### src/rtl/modn_updown_counter.sv
// rtl/modn_updown_counter.sv - modulo-N up/down counter with load, cascade carry and wrap pulse
// Optional saturation instead of wrap-around when MODN_SATURATE_EN is defined.
module modn_updown_counter #(
    parameter int MODULUS = 10,
    parameter int WIDTH   = 4
) (
    input  logic             clk,
    input  logic             rst,
    input  logic             en,
    input  logic             up,
    input  logic             load,
    input  logic [WIDTH-1:0] din,
    output logic [WIDTH-1:0] count,
    output logic             tc,
    output logic             wrap,
    output logic             ld_err
);

    // Top count kept in WIDTH bits so MODULUS == 2**WIDTH never overflows a compare.
    localparam logic [WIDTH-1:0] MAX_VAL = WIDTH'(MODULUS - 1);
    localparam logic [WIDTH-1:0] ONE     = WIDTH'(1);

    logic [WIDTH-1:0] count_q, count_d;
    logic             wrap_q, wrap_d;
    logic             ld_err_q, ld_err_d;
    logic             at_max, at_zero;

    assign at_max  = (count_q == MAX_VAL);
    assign at_zero = (count_q == '0);

    always_comb begin
        count_d  = count_q;
        wrap_d   = 1'b0;
        ld_err_d = ld_err_q;
        if (load) begin
            if (din > MAX_VAL) begin
                count_d  = MAX_VAL;
                ld_err_d = 1'b1;
            end else begin
                count_d  = din;
            end
        end else if (en) begin
            if (up) begin
`ifdef MODN_SATURATE_EN
                if (!at_max) begin
                    count_d = count_q + ONE;
                    wrap_d  = ((count_q + ONE) == MAX_VAL);
                end
`else
                if (at_max) begin
                    count_d = '0;
                    wrap_d  = 1'b1;
                end else begin
                    count_d = count_q + ONE;
                end
`endif
            end else begin
`ifdef MODN_SATURATE_EN
                if (!at_zero) begin
                    count_d = count_q - ONE;
                    wrap_d  = (count_q == ONE);
                end
`else
                if (at_zero) begin
                    count_d = MAX_VAL;
                    wrap_d  = 1'b1;
                end else begin
                    count_d = count_q - ONE;
                end
`endif
            end
        end
    end

    always_ff @(posedge clk or negedge rst) begin
        if (!rst) begin
            count_q  <= '0;
            wrap_q   <= 1'b0;
            ld_err_q <= 1'b0;
        end else begin
            count_q  <= count_d;
            wrap_q   <= wrap_d;
            ld_err_q <= ld_err_d;
        end
    end

    // Zero-latency carry so a following stage can use it directly as its enable.
    assign tc     = en & ~load & (up ? at_max : at_zero);
    assign count  = count_q;
    assign wrap   = wrap_q;
    assign ld_err = ld_err_q;

endmodule
### config.mk
export PLATFORM = sky130hd
export DESIGN_NAME = modn_updown_counter
export DESIGN_NICKNAME = d
export VERILOG_FILES = /design/src/rtl/modn_updown_counter.sv
export SDC_FILE = /design/constraint.sdc
export NUM_CORES = 1
export LEC_CHECK = 0
export CAP_MARGIN = 20
export CORE_AREA = 5 5 42 44
export DETAILED_ROUTE_END_ITERATION = 8
export DIE_AREA = 0 0 47 49
export PLACE_DENSITY_LB_ADDON = 0.3
export SLEW_MARGIN = 5
export SYNTH_ARGS = -nofsm -noshare
export SYNTH_HDL_FRONTEND = slang
export SYNTH_SLANG_ARGS = --single-unit
### constraint.sdc
create_clock -name clk -period 3.3 [get_ports clk]
set_input_delay 0.33 -clock clk [delete_from_list [all_inputs] [get_ports clk]]
set_output_delay 0.33 -clock clk [all_outputs]
set_load 0.005 [all_outputs]
==> results.txt <==
FFs w/ async S/R, synth: 100%
final setup TNS: 0 ns
H-tree lvl count: 1
Final Worst Setup Slack: 0.763 ns
Initial Util: 31.5%
CTS max path bufs: 2
Core Box Area: 1400 sq um
Peak VDD IR: 0.000121 V
Rel. slew slack: 73.9%
post-route insts no fill: 76
syn_area_per_cell: 9.20 sq um
syn nets: 57
WHS: 0.318 ns
Cells after DPL: 73
routed vias: 397
Max Fanout on Critical Path: 8
area growth from synthesis to layout: 33.4%
Max Cap Viol: 0
CTS tree: yes
Worst-Skew Late Latency: 0.24 ns
GPL Wtd Cong: 0.742
overall routing resource usage: 10.1%
Crit. End Element: output pin
Most used DFF post-synth: dfrtp_1
area of the multi-input gates: 231 sq um
antenna-violating nets left: 0
Final #Nets: 71
Final setup violation count: 0
post-synthesis sequential area ratio: 34.0%
leading cell type in the layout, fill and taps excluded: clkdlybuf4s50_1
Rows: 14
synth warn: 0
# IOs: 16
FF+latch count, synth: 6
post-CTS setup repair buffer count: 0
global route overflow: 0
Setup WS pre-CTS: 0.766 ns
pwr/cell area: 384 nW/um^2
Syn Inst Count: 48
Post-synth EDFFs: 0
TritonCTS buffer count: 3
die area: 2300 sq um
Worst-Margin Slew: 0.391 ns
die height: 49 um
Pins Over Slew Limit: 0
Final period util: 76.9%
outcome: finished, final reports clean
largest net degree at the start of global routing: 13
Hold-fix buffers, CTS: 0
first-pass GRT wire length: 1710 um
Sink Count: 6
DR vias/cell: 5.22
Ant. Diodes: 0
Worst Reg-to-Reg Cells: 3
critical path arrival: 2.21 ns
register area: 150 sq um
CP Data Required Time: 2.97 ns
Final Hold Viols: 0
layout cells sized above 1: 8.33%
antenna violations before repair: 0
Detailed Route WL: 1030 um
Peak Freq: 0.394 GHz
cells resized by post-CTS repair: 0
FILL cells: 149
clk slew on worst S/H paths: 0.04 ns
DRT Pass-1 Iters: 4
post-layout minimum cycle time: 2.54 ns
initial drt markers: 7
Lkg Pwr: 0.223 nW
Worst Hold Class: in -> async
mapped cell area: 442 sq um
r2r setup slk: 1.79 ns
synth unique cells: 27
commonest cells after routing, fill and taps aside: 15 x clkdlybuf4s50_1, 6 x dfrtp_1, 4 x nor2_1, 4 x inv_1
Setup Skew: 0.00178 ns
DRC: 0
Pwr Total: 0.000226 W
clock root buffer: clkbuf_4
RSZ-0062 raised after global routing: false
Routed wire per std cell: 13.5 um
CP Launch Type: input pin
port bufs: 15
vias in the first global route: 396
CP Class: in -> out
die width: 47 um
Post-DP HPWL: 755 um
sequential cells by signal, indices dropped and copies added (netlist names):
register  flops
count         4
ld_err        1
wrap          1
worst max-delay path: stages:
cell,delay (ns)
clkdlybuf4s50_1,0.53
or3_1,0.37
a2111oi_0,0.40
clkdlybuf4s50_1,0.58
final cells by class:
type                       count  share of cell area (%)
tap                           16                    3.40
sequential                     6                    25.5
inverter                       4                    2.55
clock buffer                   3                    3.82
timing repair buffer          15                    25.5
multi-input combinational     32                    39.3
cells in the mapped netlist, types with 2 or more instances:
cell type,n,share of area (%)
buf_6,3,7.6
clkbuf_1,3,2.5
dfrtp_1,6,34
a2111oi_0,2,4.0
o21a_1,2,3.4
nor2_1,4,3.4
nand3_1,3,3.4
xor2_1,2,4.0
o2111ai_1,2,4.0
inv_1,4,3.4
where the power goes:
part	total (W)	internal, W	switching (W)	leakage (nW)
Combinational	0.0000604	0.0000367	0.0000238	0.138
Sequential	0.0000993	0.0000806	0.0000187	0.0705
Clock	0.0000666	0.0000411	0.0000255	0.0138
routing by layer:
| metal | global-route usage, % | vias up | share of wire [%] |
|---|---|---|---|
| li1 | - | 204 | - |
| met1 | 12.8 | 180 | 43 |
| met2 | 15.2 | 11 | 51 |
| met3 | 0 | 2 | 4.1 |
| met4 | 8.76 | 0 | 2.0 |
| met5 | 0 | - | 0 |
per-stage QoR:
stage	instance area (sq um)	utilization, %
5_1_grt	589	42.1
6_report	589	42.1
2_1_floorplan	442	-
3_3_place_gp	567	40.4
3_5_place_dp	567	40.4
4_1_cts	589	42.1
final timing paths:
check                           endpoint  startpoint
min in group clk                  ld_err      ld_err
worst max-delay path                  tc          up
worst min register to register    ld_err      ld_err
worst min-delay path            count[2]         rst
worst max register to register  count[3]    count[2]
max in group asynchronous       count[1]         rst
cells by family after synthesis:
family,Yosys count,synth area share [%]
and+or+nand+nor,15,19.8
AOI/OAI and AO/OA,14,26.6
buffers and inverters,10,13.6
DFF,6,34.0
xor gates and xnor gates,3,5.95
Power figures use the tool's default switching activity.
